<file path="config.mk">
export PLATFORM = sky130hd
export DESIGN_NAME = axi_req_arbiter
export DESIGN_NICKNAME = d
export VERILOG_FILES = /design/src/rtl/axi_req_arbiter.sv
export SDC_FILE = /design/constraint.sdc
export NUM_CORES = 1
export LEC_CHECK = 0
export ABC_AREA = 1
export BUFFER_PORTS_ARGS = -buffer_cell sky130_fd_sc_hd__buf_2
export CAP_MARGIN = 20
export CORE_AREA = 3 3 186 188
export DETAILED_ROUTE_END_ITERATION = 7
export DIE_AREA = 0 0 189 191
export SLEW_MARGIN = 10
export SYNTH_ARGS = -nofsm -noshare
export SYNTH_HDL_FRONTEND = slang
export SYNTH_SLANG_ARGS = --single-unit
</file>
<file path="constraint.sdc">
create_clock -name clk -period 1.9 [get_ports clk]
set_input_delay 0.38 -clock clk [delete_from_list [all_inputs] [get_ports clk]]
set_output_delay 0.38 -clock clk [all_outputs]
set_load 0.005 [all_outputs]
</file>
<file path="src/rtl/axi_req_arbiter.sv">
// Single-outstanding arbiter that merges IFU reads, LSU reads and LSU stores onto one AXI port toward the MMU.
// Optional feature: define ARB_ROUND_ROBIN_EN for round-robin between contending reads (default: LSU wins).
module axi_req_arbiter #(
    parameter int ADDR_W = 32,
    parameter int DATA_W = 32
) (
    input  logic                clk,
    input  logic                rst,
    input  logic [31:0]         satp,

    input  logic [ADDR_W-1:0]   ifu_araddr,
    input  logic                ifu_arvalid,
    output logic                ifu_arready,
    output logic [DATA_W-1:0]   ifu_rdata,
    output logic [1:0]          ifu_rresp,
    output logic                ifu_rvalid,
    input  logic                ifu_rready,

    input  logic [ADDR_W-1:0]   lsu_araddr,
    input  logic [2:0]          lsu_arsize,
    input  logic                lsu_arvalid,
    output logic                lsu_arready,
    output logic [DATA_W-1:0]   lsu_rdata,
    output logic [1:0]          lsu_rresp,
    output logic                lsu_rvalid,
    input  logic                lsu_rready,

    input  logic [ADDR_W-1:0]   lsu_awaddr,
    input  logic                lsu_awvalid,
    output logic                lsu_awready,
    input  logic [DATA_W-1:0]   lsu_wdata,
    input  logic [DATA_W/8-1:0] lsu_wstrb,
    input  logic                lsu_wvalid,
    output logic                lsu_wready,
    output logic [1:0]          lsu_bresp,
    output logic                lsu_bvalid,
    input  logic                lsu_bready,

    output logic [ADDR_W-1:0]   m_araddr,
    output logic [2:0]          m_arsize,
    output logic [7:0]          m_arlen,
    output logic [1:0]          m_arburst,
    output logic                m_arvalid,
    input  logic                m_arready,
    output logic [31:0]         m_arsatp,
    input  logic [DATA_W-1:0]   m_rdata,
    input  logic [1:0]          m_rresp,
    input  logic                m_rvalid,
    output logic                m_rready,

    output logic [ADDR_W-1:0]   m_awaddr,
    output logic                m_awvalid,
    input  logic                m_awready,
    output logic [31:0]         m_awsatp,
    output logic [DATA_W-1:0]   m_wdata,
    output logic [DATA_W/8-1:0] m_wstrb,
    output logic                m_wvalid,
    input  logic                m_wready,
    input  logic [1:0]          m_bresp,
    input  logic                m_bvalid,
    output logic                m_bready
);

    typedef enum logic [1:0] {
        IDLE      = 2'd0,
        GNT_IFU_R = 2'd1,
        GNT_LSU_R = 2'd2,
        GNT_LSU_W = 2'd3
    } state_t;

    state_t      state_r;
    logic        ar_done_r;
    logic        aw_done_r;
    logic        w_done_r;
    logic [31:0] satp_r;
`ifdef ARB_ROUND_ROBIN_EN
    logic        last_gnt_lsu_r;
`endif

    logic        pick_lsu_s;
    logic        rd_ifu_s;
    logic        rd_lsu_s;
    logic        wr_s;

    // Read winner for the next IDLE decision
    always_comb begin
        pick_lsu_s = 1'b0;
`ifdef ARB_ROUND_ROBIN_EN
        if (ifu_arvalid && lsu_arvalid) begin
            pick_lsu_s = !last_gnt_lsu_r;
        end else begin
            pick_lsu_s = lsu_arvalid;
        end
`else
        pick_lsu_s = lsu_arvalid;
`endif
    end

    // Grant FSM with per-channel handshake flags and latched satp
    always_ff @(posedge clk) begin
        if (rst) begin
            state_r   <= IDLE;
            ar_done_r <= 1'b0;
            aw_done_r <= 1'b0;
            w_done_r  <= 1'b0;
            satp_r    <= 32'h0000_0000;
`ifdef ARB_ROUND_ROBIN_EN
            last_gnt_lsu_r <= 1'b0;
`endif
        end else begin
            case (state_r)
                IDLE: begin
                    ar_done_r <= 1'b0;
                    aw_done_r <= 1'b0;
                    w_done_r  <= 1'b0;
                    if (lsu_awvalid && lsu_wvalid) begin
                        state_r <= GNT_LSU_W;
                        satp_r  <= satp;
                    end else if (ifu_arvalid || lsu_arvalid) begin
                        state_r <= pick_lsu_s ? GNT_LSU_R : GNT_IFU_R;
                        satp_r  <= satp;
`ifdef ARB_ROUND_ROBIN_EN
                        last_gnt_lsu_r <= pick_lsu_s;
`endif
                    end else begin
                        state_r <= IDLE;
                    end
                end
                GNT_IFU_R, GNT_LSU_R: begin
                    if (m_arvalid && m_arready) begin
                        ar_done_r <= 1'b1;
                    end
                    if (m_rvalid && m_rready) begin
                        state_r <= IDLE;
                    end
                end
                GNT_LSU_W: begin
                    if (m_awvalid && m_awready) begin
                        aw_done_r <= 1'b1;
                    end
                    if (m_wvalid && m_wready) begin
                        w_done_r <= 1'b1;
                    end
                    if (m_bvalid && m_bready) begin
                        state_r <= IDLE;
                    end
                end
                default: state_r <= IDLE;
            endcase
        end
    end

    // Grant decode; squashing it during rst silences every handshake output
    always_comb begin
        rd_ifu_s = 1'b0;
        rd_lsu_s = 1'b0;
        wr_s     = 1'b0;
        if (rst) begin
            rd_ifu_s = 1'b0;
        end else begin
            case (state_r)
                GNT_IFU_R: rd_ifu_s = 1'b1;
                GNT_LSU_R: rd_lsu_s = 1'b1;
                GNT_LSU_W: wr_s     = 1'b1;
                default:   rd_ifu_s = 1'b0;
            endcase
        end
    end

    assign m_araddr    = rd_lsu_s ? lsu_araddr : ifu_araddr;
    assign m_arsize    = rd_lsu_s ? lsu_arsize : 3'b010;
    assign m_arlen     = 8'd0;
    assign m_arburst   = 2'b01;
    assign m_arvalid   = ((rd_ifu_s && ifu_arvalid) || (rd_lsu_s && lsu_arvalid)) && !ar_done_r;
    assign ifu_arready = rd_ifu_s && !ar_done_r && m_arready;
    assign lsu_arready = rd_lsu_s && !ar_done_r && m_arready;
    assign m_arsatp    = satp_r;

    assign m_rready    = (rd_ifu_s && ifu_rready) || (rd_lsu_s && lsu_rready);
    assign ifu_rvalid  = rd_ifu_s && m_rvalid;
    assign ifu_rdata   = m_rdata;
    assign ifu_rresp   = m_rresp;
    assign lsu_rvalid  = rd_lsu_s && m_rvalid;
    assign lsu_rdata   = m_rdata;
    assign lsu_rresp   = m_rresp;

    assign m_awaddr    = lsu_awaddr;
    assign m_awvalid   = wr_s && lsu_awvalid && !aw_done_r;
    assign lsu_awready = wr_s && !aw_done_r && m_awready;
    assign m_awsatp    = satp_r;
    assign m_wdata     = lsu_wdata;
    assign m_wstrb     = lsu_wstrb;
    assign m_wvalid    = wr_s && lsu_wvalid && !w_done_r;
    assign lsu_wready  = wr_s && !w_done_r && m_wready;
    assign lsu_bvalid  = wr_s && m_bvalid;
    assign lsu_bresp   = m_bresp;
    assign m_bready    = wr_s && lsu_bready;

endmodule

</file>
==> results.md <==
* Clock sinks at 37
* Number of diodes at 0
* Row count at 67
* Syn Inst Count at 497
* Slew Viols, Final at 0
* Post-synthesis compound-gate area fraction at 6.89%
* Max-Cap Viols at 0
* Fin Clk Skew at 4.16 ps
* Largest net degree at the start of global routing at 33
* Tcrit/Tclk final at 102%
* Clk root buf: clkbuf_16
* Synth Area per Inst at 6.65 µm²
* Core Area at 0.0333 mm²
* Final setup violation count at 23
* Top-area cell type share of the netlist area at 41.1%
* Status: complete, but fails checks
* CTS Buf Count at 5
* Antenna violations before repair at 0
* Drt first pass iters at 4
* Cell Area, Synth at 0.00330 mm²
* Register area share after synthesis at 22.4%
* Number of cells on the worst hold path at 2
* Clk Latency, worst-skew pair at 300 ps
* Via count at 3,035
* Ports at 476
* Fmax at 515 MHz
* All-Layer GR Usage at 5.94%
* Final hold slack at 307 ps
* Final WL at 11,900 µm
* Vias in the first global route at 2,723
* H-tree levels at 2
* CP Launch Type: register
* Power per Cell Area at 1140 mW/mm²
* Share of layout cells above drive strength 1 at 53.5%
* Post-synthesis xor/xnor area fraction at 0%
* VDD IR max at 0.509 mV
* First-pass GRT wire length at 15,900 µm
* Largest delay share family, worst path: buffers and inverters
* Final Wtd Congestion at 0.673
* Final-layout fill cell count at 3,879
* Die ar. at 0.0361 mm²
* Simple-Gate Fraction of Synth Area at 23.0%
* Routed Antenna Nets at 0
* Pleak at 2.24 nW
* Longest Clk Path Bufs at 2
* Chip width at 189 µm
* Worst hold path type: in -> reg
* Flops & latches, synth at 37
* Total power at 4.79 mW
* Drt wl/cell at 11.8 µm
* Crit path largest cell delay at 380 ps
* Setup CP Type: reg -> out
* Largest family of logic cells by synthesized area: buffers and inverters
* Grt ovf at 0
* Crit path DAT at 1560 ps
* Die height at 191 µm
* Failing checks: setup timing
* DR DRC count at 0
* Layout area overhead at 27.1%
* Slowest stage cell on the critical path: dfxtp_4
* TritonCTS clock tree: yes
* Proportion of synthesized area in mux cells at 0%
* Final-report hold violation count at 0
* Period minus WS final at 1940 ps
* Initial core utilization at 9.93%
* Synth warn at 0
* CP endpoint kind: output pin
* Crit path depth at 6
* Placed cell count at 989
* Worst Path Required at 1520 ps
* Worst setup margin at -42.9 ps
* Place WS at 54.7 ps
* Cell Chain, Critical Path: ha_4 -> nand2_8 -> buf_4 -> buf_12 -> or2_4 -> buf_6
* FF-to-FF path depth at 9
* CP Buf/Inv Count at 3
* Post-DP HPWL at 9340 µm
* RSZ-0062 raised after global routing: yes
* Initial DRC Count at 70
* Post-Layout Cell Count at 1,005
* Number of distinct library cells after synthesis at 22
* Via-to-Cell Ratio at 3.02
* Clk pin slew, worst setup/hold paths at 60 ps
* Fin nets at 777
* Port Buffer Count at 223
* Synth area leaders: buf_4 41%, dfxtp_1 22%, nand2_1 13%
* Max Fanout on Critical Path at 24
* Synth area leader: buf_4
* Adder-cell share of the synthesized area at 1.52%
## worst paths after layout
kind / from / to / slack [ps]
worst min-delay path: m_wready / w_done_r / 310
worst min register to register: m_arsatp[28] / m_arsatp[28] / 500
worst max-delay path: state_r[1] / m_arsize[1] / -40
worst max register to register: state_r[0] / m_arsatp[0] / 170
## cells by family after synthesis
family,Yosys count
buffers and inverters,214
and+or+nand+nor,199
AOI/OAI and AO/OA,41
DFF,37
adders and majority gates,4
other,2
## power breakdown
part / switching, mW / internal, mW / leakage, nW
sequential: 0.174 / 1.01 / 0.308
combinational: 1.35 / 1.12 / 1.84
clock: 0.375 / 0.758 / 0.0944
total: 1.90 / 2.89 / 2.24
## what timing repair did
| action | in CTS | in global routing |
|---|---|---|
| cloned | 3 | 0 |
| buffers inserted | 7 | 2 |
| gates resized for setup | 41 | 39 |
| pin swaps | 2 | 5 |
| endpoints found under the setup margin | 36 | 71 |
| hold buffers | 0 | 0 |
## metrics by stage
stage / setup TNS, ps / utilization, % / cell area, µm²
after floorplan: 0 / - / 3330
after detailed placement: 0 / 11.0 / 3660
after global routing: -3240 / 12.6 / 4200
after global placement: 0 / 11.0 / 3660
final: -365 / 12.6 / 4200
after CTS: -3770 / 12.3 / 4090
## synth_stat cells
cell type	count
a21oi_1	2
a21oi_2	2
a31o_2	1
a32o_1	2
buf_2	8
buf_4	181
buf_6	3
clkbuf_1	3
clkbuf_2	2
conb_1	2
dfxtp_1	37
ha_1	4
inv_1	15
inv_2	2
nand2_1	113
nand3_1	2
nor2_1	81
nor3b_1	2
o21ai_0	29
o21ai_1	4
o22ai_1	1
or2_2	1
## metal layers
metal,wire [µm],up-vias,global-route usage (%)
met5,0,-,0
met4,729,0,4.61
met3,1610,70,3.43
met2,5470,223,9.06
met1,4050,1299,5.96
li1,-,1443,-
## final cells by class
cell class	count	area (µm²)	area share, %
multi-input cells	254	1260	30.1
inverters	17	72.6	1.73
well taps	448	561	13.4
clock buffers	5	125	2.98
clock inverters	3	68.8	1.64
flip-flops and latches	37	746	17.8
repair buffers	241	1360	32.4
## state kept, by name (all words and copies together) (netlist names)
signal,count
aw_done_r,1
state_r,2
ar_done_r,1
w_done_r,1
m_arsatp,32
## placed cells by master (no fill, tap or decap), types with 2 or more instances in the layout
cell type	n
buf_2	219
nand2_1	83
nor2_1	79
dfxtp_1	35
o21ai_0	29
nand2_2	21
inv_1	11
conb_1	10
buf_6	9
nand2_4	8
buf_4	8
clkbuf_16	5
o21ai_1	4
inv_2	3
buf_12	3
nand3_1	2
inv_4	2
nor3b_2	2
a21oi_1	2
a32o_1	2
ha_1	2
ha_4	2
bufinv_16	2
(Power assumes the default switching activity.)
